$ cat config.mk
export PLATFORM = sky130hd
export DESIGN_NAME = mac_seq_ctrl_flat
export DESIGN_NICKNAME = d
export VERILOG_FILES = /design/src/rtl/mac_seq_ctrl_if.sv /design/src/rtl/mac_seq_ctrl.sv /design/src/flat_wrapper.sv
export SDC_FILE = /design/constraint.sdc
export NUM_CORES = 1
export LEC_CHECK = 0
export ABC_AREA = 1
export CORE_MARGIN = 5
export CORE_UTILIZATION = 40
export DETAILED_ROUTE_END_ITERATION = 8
export MAX_ROUTING_LAYER = met4
export PLACE_DENSITY = 0.69
export RECOVER_POWER = 50
export SLEW_MARGIN = 40
export SYNTH_ARGS = -nofsm -noshare
export SYNTH_HDL_FRONTEND = slang
export SYNTH_SLANG_ARGS = --single-unit
$ cat constraint.sdc
create_clock -name clk -period 2.4 [get_ports clk]
set_clock_uncertainty 0.05 [all_clocks]
set_input_delay 0.72 -clock clk [delete_from_list [all_inputs] [get_ports clk]]
set_output_delay 0.72 -clock clk [all_outputs]
set_load 0.02 [all_outputs]
$ cat src/rtl/mac_seq_ctrl_if.sv
// Control bus between the core controller / L0 side and the MAC-array sequencer.
// The master side drives job requests and the L0 status; the slave side is the sequencer.
interface mac_seq_ctrl_if #(
  parameter int len_bw = 8
);
  logic              start;
  logic              is_os_in;
  logic              act_4b_mode_in;
  logic [len_bw-1:0] num_vec;
  logic              l0_empty;
  logic              l0_rd;
  logic [2:0]        inst_w;
  logic              is_os;
  logic              act_4b_mode;
  logic              busy;
  logic              done;

  modport master (
    output start, is_os_in, act_4b_mode_in, num_vec, l0_empty,
    input  l0_rd, inst_w, is_os, act_4b_mode, busy, done
  );

  modport slave (
    input  start, is_os_in, act_4b_mode_in, num_vec, l0_empty,
    output l0_rd, inst_w, is_os, act_4b_mode, busy, done
  );
endinterface

$ cat src/rtl/mac_seq_ctrl.sv
// MAC-array sequencer: walks a WS or OS job through its phases, issuing L0 reads and
// the matching 3-bit instruction one cycle later to the array's west edge.
module mac_seq_ctrl #(
  parameter int row    = 8,
  parameter int col    = 8,
  parameter int len_bw = 8
) (
  input  logic           clk,
  input  logic           reset,
  mac_seq_ctrl_if.slave  bus
);
  localparam int vec_max = (1 << len_bw) - 1;
  localparam int max_a   = (col > vec_max) ? col : vec_max;
  localparam int cnt_max = (max_a > row + col) ? max_a : row + col;
  localparam int cnt_w   = $clog2(cnt_max + 1);

  localparam logic [cnt_w-1:0] cnt_one    = cnt_w'(1);
  localparam logic [cnt_w-1:0] load_last  = cnt_w'(col - 1);
  localparam logic [cnt_w-1:0] wait_last  = cnt_w'(row + col - 2);
  localparam logic [cnt_w-1:0] flush_last = cnt_w'(row - 1);
  localparam logic [cnt_w-1:0] drain_last = cnt_w'(row + col - 1);

  localparam logic [2:0] inst_load  = 3'b001;
  localparam logic [2:0] inst_exec  = 3'b010;
  localparam logic [2:0] inst_flush = 3'b100;

  typedef enum logic [2:0] {
    ST_IDLE, ST_LOAD, ST_GAP, ST_EXEC, ST_WAIT, ST_FLUSH, ST_DRAIN, ST_DONE
  } state_t;

  state_t            state_reg, state_next;
  logic [cnt_w-1:0]  cnt_reg, cnt_next;
  logic [len_bw-1:0] num_vec_reg;
  logic              is_os_reg, act_4b_reg;
  logic              l0_rd_reg, l0_rd_next;
  logic [2:0]        pend_reg, pend_next;
  logic [2:0]        inst_w_reg;
  logic              busy_reg, done_reg;
  logic [cnt_w-1:0]  exec_last;
  logic              accept;

  assign exec_last = cnt_w'(num_vec_reg) - cnt_one;
  assign accept    = (state_reg == ST_IDLE) && bus.start;

  always_comb begin
    state_next = state_reg;
    cnt_next   = cnt_reg;
    l0_rd_next = 1'b0;
    pend_next  = 3'b000;
    case (state_reg)
      ST_IDLE: begin
        if (bus.start) begin
          cnt_next = '0;
          if (bus.is_os_in)
            state_next = (bus.num_vec == '0) ? ST_WAIT : ST_EXEC;
          else
            state_next = ST_LOAD;
        end
      end
      ST_LOAD: begin
        // an empty L0 freezes the issue slot; the counter only advances on real reads
        if (!bus.l0_empty) begin
          l0_rd_next = 1'b1;
          pend_next  = inst_load;
          if (cnt_reg == load_last) begin
            state_next = ST_GAP;
            cnt_next   = '0;
          end else begin
            cnt_next = cnt_reg + cnt_one;
          end
        end
      end
      ST_GAP: begin
        state_next = (num_vec_reg == '0) ? ST_DRAIN : ST_EXEC;
      end
      ST_EXEC: begin
        if (!bus.l0_empty) begin
          l0_rd_next = 1'b1;
          pend_next  = inst_exec;
          if (cnt_reg == exec_last) begin
            state_next = is_os_reg ? ST_WAIT : ST_DRAIN;
            cnt_next   = '0;
          end else begin
            cnt_next = cnt_reg + cnt_one;
          end
        end
      end
      ST_WAIT: begin
        if (cnt_reg == wait_last) begin
          state_next = ST_FLUSH;
          cnt_next   = '0;
        end else begin
          cnt_next = cnt_reg + cnt_one;
        end
      end
      ST_FLUSH: begin
        pend_next = inst_flush;
        if (cnt_reg == flush_last) begin
          state_next = ST_DRAIN;
          cnt_next   = '0;
        end else begin
          cnt_next = cnt_reg + cnt_one;
        end
      end
      ST_DRAIN: begin
        if (cnt_reg == drain_last) begin
          state_next = ST_DONE;
          cnt_next   = '0;
        end else begin
          cnt_next = cnt_reg + cnt_one;
        end
      end
      ST_DONE:  state_next = ST_IDLE;
      default:  state_next = ST_IDLE;
    endcase
  end

  always_ff @(posedge clk or negedge reset) begin
    if (!reset) begin
      state_reg   <= ST_IDLE;
      cnt_reg     <= '0;
      num_vec_reg <= '0;
      is_os_reg   <= 1'b0;
      act_4b_reg  <= 1'b0;
      l0_rd_reg   <= 1'b0;
      pend_reg    <= 3'b000;
      inst_w_reg  <= 3'b000;
      busy_reg    <= 1'b0;
      done_reg    <= 1'b0;
    end else begin
      state_reg  <= state_next;
      cnt_reg    <= cnt_next;
      l0_rd_reg  <= l0_rd_next;
      // pend_reg tracks the read issued this cycle; it reaches inst_w one cycle after l0_rd
      pend_reg   <= pend_next;
      inst_w_reg <= pend_reg;
      busy_reg   <= (state_next != ST_IDLE);
      done_reg   <= (state_next == ST_DONE);
      if (accept) begin
        num_vec_reg <= bus.num_vec;
        is_os_reg   <= bus.is_os_in;
        act_4b_reg  <= bus.act_4b_mode_in;
      end
    end
  end

  assign bus.l0_rd       = l0_rd_reg;
  assign bus.inst_w      = inst_w_reg;
  assign bus.is_os       = is_os_reg;
  assign bus.act_4b_mode = act_4b_reg;
  assign bus.busy        = busy_reg;
  assign bus.done        = done_reg;
endmodule

$ cat src/flat_wrapper.sv
// flat-port wrapper written by rule: the top's interface ports become plain ports
module mac_seq_ctrl_flat 
#(
  parameter int row    = 8,
  parameter int col    = 8,
  parameter int len_bw = 8
)
  (clk, reset, bus_start, bus_is_os_in, bus_act_4b_mode_in, bus_num_vec, bus_l0_empty, bus_l0_rd, bus_inst_w, bus_is_os, bus_act_4b_mode, bus_busy, bus_done);
  mac_seq_ctrl_if #(.len_bw(len_bw)) bus_i ();
  input  logic clk;
  input  logic reset;
  input wire logic [$bits(bus_i.start)-1:0] bus_start;
  input wire logic [$bits(bus_i.is_os_in)-1:0] bus_is_os_in;
  input wire logic [$bits(bus_i.act_4b_mode_in)-1:0] bus_act_4b_mode_in;
  input wire logic [$bits(bus_i.num_vec)-1:0] bus_num_vec;
  input wire logic [$bits(bus_i.l0_empty)-1:0] bus_l0_empty;
  output wire logic [$bits(bus_i.l0_rd)-1:0] bus_l0_rd;
  output wire logic [$bits(bus_i.inst_w)-1:0] bus_inst_w;
  output wire logic [$bits(bus_i.is_os)-1:0] bus_is_os;
  output wire logic [$bits(bus_i.act_4b_mode)-1:0] bus_act_4b_mode;
  output wire logic [$bits(bus_i.busy)-1:0] bus_busy;
  output wire logic [$bits(bus_i.done)-1:0] bus_done;
  assign bus_i.start = bus_start;
  assign bus_i.is_os_in = bus_is_os_in;
  assign bus_i.act_4b_mode_in = bus_act_4b_mode_in;
  assign bus_i.num_vec = bus_num_vec;
  assign bus_i.l0_empty = bus_l0_empty;
  assign bus_l0_rd = bus_i.l0_rd;
  assign bus_inst_w = bus_i.inst_w;
  assign bus_is_os = bus_i.is_os;
  assign bus_act_4b_mode = bus_i.act_4b_mode;
  assign bus_busy = bus_i.busy;
  assign bus_done = bus_i.done;
  mac_seq_ctrl #(.row(row), .col(col), .len_bw(len_bw)) u_core (.clk(clk), .reset(reset), .bus(bus_i));
endmodule
==> summary.txt, run 1 <==
Status -> finished clean
R2r setup slk -> 0.33 ns
Synthesis-stage register bit count -> 30
Maxcap violations -> 0
CP max FO -> 7
Antenna viol nets, final -> 0
GRT Resource Usage Total -> 0.144
Die area -> 0.00623 mm2
Kind of critical path -> reg -> reg
Syn avg cell area -> 7.12 um2
Leading area contributor after synthesis -> dfrtp_1
Main synth FF type -> dfrtp_1
Gp weighted congestion -> 0.929
Worst Reg-to-Reg Cells -> 14
Worst Hold Path Cells -> 0
Area share of fa/ha/maj cells after synthesis -> 0.0263
Drt pass-1 iters -> 5
Via count -> 1657
Overflow after GRT -> 0
Commonest non-fill, non-tap cells in the layout -> nand2_1 (84), inv_1 (38), dfrtp_1 (30)
Diodes inserted -> 0
# clock sinks -> 30
CP Capture Type -> register
Syn nets -> 285
Syn Inst Count -> 267
RSZ-0062 raised after global routing -> no
Initial antenna violation count -> 0
Register area -> 751 um2
Via-to-Cell Ratio -> 4.76
Setup tns final -> 0 ns
Post-cts sizing count -> 0
Fmax -> 0.483 GHz
Tcrit/Tclk final -> 0.863
Worst VDD drop -> 535 uV
First-pass GRT wire length -> 6.89 mm
Clk pin slew, worst setup/hold paths -> 0.06 ns
Layout cells sized above 1 -> 0.112
CP Data Arrival Time -> 2.18 ns
Later-pin clock latency in the skew report -> 0.28 ns
Final WL -> 3.89 mm
Total CTS buffers -> 5
Sequential element share of the synthesized area -> 0.395
Final setup viols -> 0
Async set-reset flop share out of synthesis -> 1.00
CP Launch Type -> register
Vert. Die Dim -> 78.9 um
Final hold viol count -> 0
Clock Tree Buf Depth -> 2
WP data required -> 2.51 ns
Min Tclk post-route -> 2.07 ns
Worst hold slack -> 0.299 ns
Setup Buffers After CTS -> 0
Top post-synthesis cells by area -> dfrtp_1 (39%), nand2_1 (17%), inv_1 (7.5%), nor2_1 (4.5%), nand3_1 (4.2%)
Per-cell routed wire length -> 11.2 um
Slew headroom -> 0.523
PD cells -> 1100 mW/mm2
Area share of the largest cell type after synthesis -> 0.395
Largest family of logic cells by synthesized area -> simple AND/OR/NAND/NOR gates
Pin count of the biggest net entering global routing -> 31
Synth warn -> 0
Mux contribution to synthesized area -> 0
Post-Route Utilization -> 0.484
CTS root buf -> clkbuf_8
Area Overhead vs Synth -> 18.6%
# IOs -> 22
Final nets -> 311
Number of synthesized flops with an enable pin -> 0
Post-synth cell types -> 27
Slew Limit Fails -> 0
Synthesized cell area -> 0.00190 mm2
Pleak -> 1.16 nW
Port-buffer cells -> 21
Worst reg2reg path endpoint -> u_core.cnt_reg[7]
Reg-to-Reg Start -> u_core.num_vec_reg[0]
Starting Density -> 0.408
Min-delay src -> u_core.pend_reg[2]
Die X-Extent -> 78.9 um
Row cnt -> 25
Synth Area in XOR/XNOR -> 0.0415
Vias in the first global route -> 1566
Hold worst-path end -> u_core.bus.inst_w[2]
Post-synthesis compound-gate area fraction -> 0.0500
Area taken by multi-input logic gates -> 961 um2
Drt initial violations -> 64
Core box area -> 0.00466 mm2
Filler cells -> 455
Dpl hpwl -> 3.17 mm
Worst-Margin Slew -> 0.715 ns
CTS H-Tree Depth -> 2
Commonest non-fill, non-tap cell in the layout -> nand2_1
TritonCTS clock tree -> done
Hold Path Class -> reg -> reg
# hold bufs at CTS -> 0
Simple-gate area share of the yosys netlist -> 0.388
# DRC -> 0
stage by stage:
step / std cells / total power, mW / setup WS (ns) / cell area (um2)
2_1_floorplan: 267 / 1.73 / 0.618 / 1900
3_3_place_gp: 340 / 2.04 / 0.176 / 2170
3_5_place_dp: 340 / 2.07 / 0.0723 / 2170
4_1_cts: 348 / 2.49 / 0.322 / 2260
5_1_grt: 348 / 2.72 / 0.0704 / 2250
6_report: 348 / 2.47 / 0.330 / 2250
report_power, final:
| part | total (mW) | switching (mW) | internal (mW) |
|---|---|---|---|
| Combinational | 1.24 | 0.777 | 0.461 |
| Clock | 0.405 | 0.174 | 0.231 |
| Sequential | 0.826 | 0.164 | 0.662 |
| Total | 2.47 | 1.12 | 1.35 |
cell usage after synthesis, types with 2 or more instances:
library cell	instances
nor2_1	23
dfrtp_1	30
inv_1	38
nand3b_1	7
inv_2	5
nand2_1	84
nand3_1	16
nand4_1	4
nor3_1	9
nand3_2	3
a21oi_1	2
ha_1	4
o21ai_0	11
nor2_2	8
nand2_2	4
xor2_1	8
worst max-delay path, stage by stage (launching register included):
cell and delay [ns]:
dfrtp_1 0.39, inv_1 0.15, ha_1 0.28, nand2_1 0.07, nand2_1 0.05, nor2_1 0.15, nand3_1 0.10, nor2_1 0.09
nand2_1 0.06, nor2_2 0.10, nand2_1 0.07, nand2_2 0.10, nand3_4 0.11, nand3b_1 0.12, nand2_1 0.05
layout make-up:
type                            count  area share
Clock buffer                        7      0.0383
Clock inverter                      1     0.00222
Inverter                           43      0.0716
Multi-Input combinational cell    190       0.426
Sequential cell                    30       0.333
Tap cell                           54      0.0300
Timing Repair Buffer               23      0.0988
worst max-delay path by stage:
stage,end,cells past startpoint,from,slack [ns]
after floorplan,u_core.cnt_reg[3],14,u_core.num_vec_reg[0],0.62
after global placement,u_core.cnt_reg[3],8,bus_l0_empty,0.18
after detailed placement,u_core.cnt_reg[5],8,bus_l0_empty,0.07
after CTS,u_core.cnt_reg[7],15,u_core.num_vec_reg[0],0.32
after global routing,u_core.cnt_reg[7],15,u_core.num_vec_reg[0],0.07
final,u_core.cnt_reg[7],14,u_core.num_vec_reg[0],0.33
logic make-up after synthesis:
kind of cell             Yosys count
AND/OR/NAND/NOR                  160
buffers and inverters             47
flip-flops                        30
AO/OA/AOI/OAI                     17
XOR/XNOR                           9
adder cells (fa/ha/maj)            4
layer usage:
metal | up-vias | part of all wire | global-route usage
met5 | - | 0 | -
met4 | 0 | 0.015 | 0.0464
met3 | 8 | 0.052 | 0.0306
met2 | 36 | 0.47 | 0.244
met1 | 735 | 0.46 | 0.172
li1 | 878 | - | -
Power figures use the tool's default switching activity.
==> inputs of run 2 (changes only) <==
--- a/config.mk
+++ b/config.mk
@@ -6,11 +6,13 @@
 export NUM_CORES = 1
 export LEC_CHECK = 0
 export ABC_AREA = 1
+export CELL_PAD_IN_SITES_DETAIL_PLACEMENT = 1
+export CELL_PAD_IN_SITES_GLOBAL_PLACEMENT = 1
 export CORE_MARGIN = 5
 export CORE_UTILIZATION = 40
 export DETAILED_ROUTE_END_ITERATION = 8
 export MAX_ROUTING_LAYER = met4
-export PLACE_DENSITY = 0.69
+export PLACE_DENSITY = 0.88
 export RECOVER_POWER = 50
 export SLEW_MARGIN = 40
 export SYNTH_ARGS = -nofsm -noshare
==> summary.txt, run 2 (synthesis gave the netlist of run 1 again) <==
CP delay by family, top -> simple AND/OR/NAND/NOR gates (unchanged)
DR top layer -> met4 (unchanged)
# clock sinks -> 30 (unchanged)
Diodes inserted -> 0 (unchanged)
Filler cells -> 594 (was 455)
Clock Tree Buf Depth -> 2 (unchanged)
# hold bufs at CTS -> 0 (unchanged)
Sequence of cells on the critical path -> inv_1, ha_1, inv_2, nand2_1, nand2_1, nand2_1, nand3_1, nor2_1, nand2_1, nor2_2, nand2_1, nand2_2, nand3_4, nand3b_1, nand2_1 (was inv_1, ha_1, nand2_1, nand2_1, nor2_1, nand3_1, nor2_1, nand2_1, nor2_2, nand2_1, nand2_2, nand3_4, nand3b_1, nand2_1)
Total CTS buffers -> 5 (unchanged)
Worst reg2reg path endpoint -> u_core.cnt_reg[5] (was u_core.cnt_reg[7])
CP peak stage delay -> 0.41 ns (was 0.39 ns)
Comb pwr share -> 0.466 (was 0.501)
Core box area -> 0.00466 mm2 (unchanged)
RSZ-0062 raised after global routing -> no (unchanged)
CP Capture Type -> register (unchanged)
Clk pwr share -> 0.230 (was 0.164)
Drt pass-1 iters -> 4 (was 5)
Setup Buffers After CTS -> 0 (unchanged)
Hold worst-path end -> u_core.bus.inst_w[0] (was u_core.bus.inst_w[2])
Final setup viols -> 0 (unchanged)
Worst Hold Path Cells -> 0 (unchanged)
First-pass GRT wire length -> 8.16 mm (was 6.89 mm)
Overflow after GRT -> 0 (unchanged)
Die X-Extent -> 78.9 um (unchanged)
Dpl hpwl -> 3.88 mm (was 3.17 mm)
Die area -> 0.00623 mm2 (unchanged)
Port-buffer cells -> 21 (unchanged)
Initial antenna violation count -> 0 (unchanged)
Kind of critical path -> reg -> reg (unchanged)
Maxcap violations -> 0 (unchanged)
WP data required -> 2.52 ns (was 2.51 ns)
Sw frac -> 0.429 (was 0.452)
PD cells -> 1190 mW/mm2 (was 1100 mW/mm2)
Final WL -> 4.82 mm (was 3.89 mm)
Commonest non-fill, non-tap cells in the layout -> nand2_1 (84), inv_1 (38), dfrtp_1 (30) (unchanged)
Worst Reg-to-Reg Cells -> 15 (was 14)
Sw power -> 1.18 mW (was 1.12 mW)
Area Overhead vs Synth -> 21.7% (was 18.6%)
Vert. Die Dim -> 78.9 um (unchanged)
Setup tns final -> 0 ns (unchanged)
WL met3 -> 146 um (was 201 um)
Final hold viol count -> 0 (unchanged)
# IOs -> 22 (unchanged)
Pin count of the biggest net entering global routing -> 31 (unchanged)
GRT Resource Usage Total -> 0.175 (was 0.144)
Vias in the first global route -> 1747 (was 1566)
Via count -> 1731 (was 1657)
Reg-to-Reg Start -> u_core.num_vec_reg[0] (unchanged)
Layout cells sized above 1 -> 0.119 (was 0.112)
R2r setup slk -> 0.29 ns (was 0.33 ns)
Int Power -> 1.57 mW (was 1.35 mW)
Sequential power share -> 0.304 (was 0.335)
Met2 routed WL -> 2.46 mm (was 1.84 mm)
CTS root buf -> clkbuf_8 (unchanged)
Commonest non-fill, non-tap cell in the layout -> nand2_1 (unchanged)
Antenna viol nets, final -> 0 (unchanged)
Clk pin slew, worst setup/hold paths -> 0.06 ns (about the same)
Row cnt -> 25 (unchanged)
Crit path depth -> 15 (was 14)
Placed inst area -> 0.00217 mm2 (about the same)
Fmax -> 0.474 GHz (was 0.483 GHz)
Via-to-Cell Ratio -> 4.96 (was 4.76)
Drt initial violations -> 60 (was 64)
Setup Slack @ Placement -> 0.0677 ns (was 0.0723 ns)
Gp weighted congestion -> 0.861 (was 0.929)
Hold Path Class -> reg -> reg (unchanged)
Slew Limit Fails -> 0 (unchanged)
CP max-delay cell -> dfrtp_1 (unchanged)
Worst VDD drop -> 513 uV (was 535 uV)
Post-cts sizing count -> 0 (unchanged)
Final setup margin -> 0.291 ns (was 0.330 ns)
CTS H-Tree Depth -> 2 (unchanged)
Tcrit/Tclk final -> 0.879 (was 0.863)
Min-delay src -> u_core.pend_reg[0] (was u_core.pend_reg[2])
Min Tclk post-route -> 2.11 ns (was 2.07 ns)
Sum of buffers and inverters on the critical path -> 2 (was 1)
CP Launch Type -> register (unchanged)
CP max FO -> 7 (unchanged)
Status -> finished clean (unchanged)
DRT met1 WL -> 2.13 mm (was 1.79 mm)
# DRC -> 0 (unchanged)
CP Data Arrival Time -> 2.23 ns (was 2.18 ns)
Per-cell routed wire length -> 13.8 um (was 11.2 um)
Slew headroom -> 0.514 (was 0.523)
TritonCTS clock tree -> done (unchanged)
Pleak -> 1.19 nW (was 1.16 nW)
Starting Density -> 0.408 (unchanged)
Worst-Margin Slew -> 0.730 ns (was 0.715 ns)
Later-pin clock latency in the skew report -> 0.29 ns (was 0.28 ns)
Final nets -> 312 (was 311)
Most used cell, CP -> nand2_1 (unchanged)
Final instance area -> 0.00231 mm2 (was 0.00225 mm2)
## run 2: cell count changes in the layout (fill, tap and decap cells not counted), sizes merged
cell / change
clkbuf: -1
bufinv: +2
clkinv: -1
buf: +1
## run 2: cell type report
class,count,area (um2),share of cell area
clock inverter,2,60.1,0.0260
inverter,43,161,0.0698
sequential,30,751,0.324
multi-input combinational,190,961,0.415
clock buffer,6,82.6,0.0357
timing repair buffer,24,230,0.0995
tap,54,67.6,0.0292
## run 2: worst max path at each step
stage | from | end
CTS | u_core.num_vec_reg[0] | u_core.cnt_reg[5]
detailed placement | bus_l0_empty | u_core.cnt_reg[5]
finish | u_core.num_vec_reg[0] | u_core.cnt_reg[5]
global placement | bus_l0_empty | u_core.cnt_reg[4]
global route | u_core.num_vec_reg[0] | u_core.cnt_reg[6]
floorplan | u_core.num_vec_reg[0] | u_core.cnt_reg[3]
## run 2: through the flow
stage	util	hold slack (ns)	total power, mW	instances
after floorplan	-	0.281	1.73	267
after global placement	0.466	0.281	2.07	341
after detailed placement	0.466	0.287	2.14	341
after CTS	0.497	0.301	2.79	349
after global routing	0.496	0.303	3.00	349
final	0.496	0.299	2.76	349
## run 2: per-layer routing
layer,vias to the layer above,global-route usage
met3,8,0.0374
met4,0,0.0584
met1,816,0.203
met5,-,-
li1,881,-
met2,26,0.302
## run 2: power groups by stage
| stage | clock, mW | sequential [mW] | combinational [mW] |
|---|---|---|---|
| CTS | 0.647 | 0.838 | 1.31 |
| global placement | 0 | 0.828 | 1.24 |
| global route | 0.671 | 0.862 | 1.47 |
| detailed placement | 0 | 0.845 | 1.29 |
| finish | 0.634 | 0.837 | 1.28 |
| floorplan | 0 | 0.842 | 0.893 |
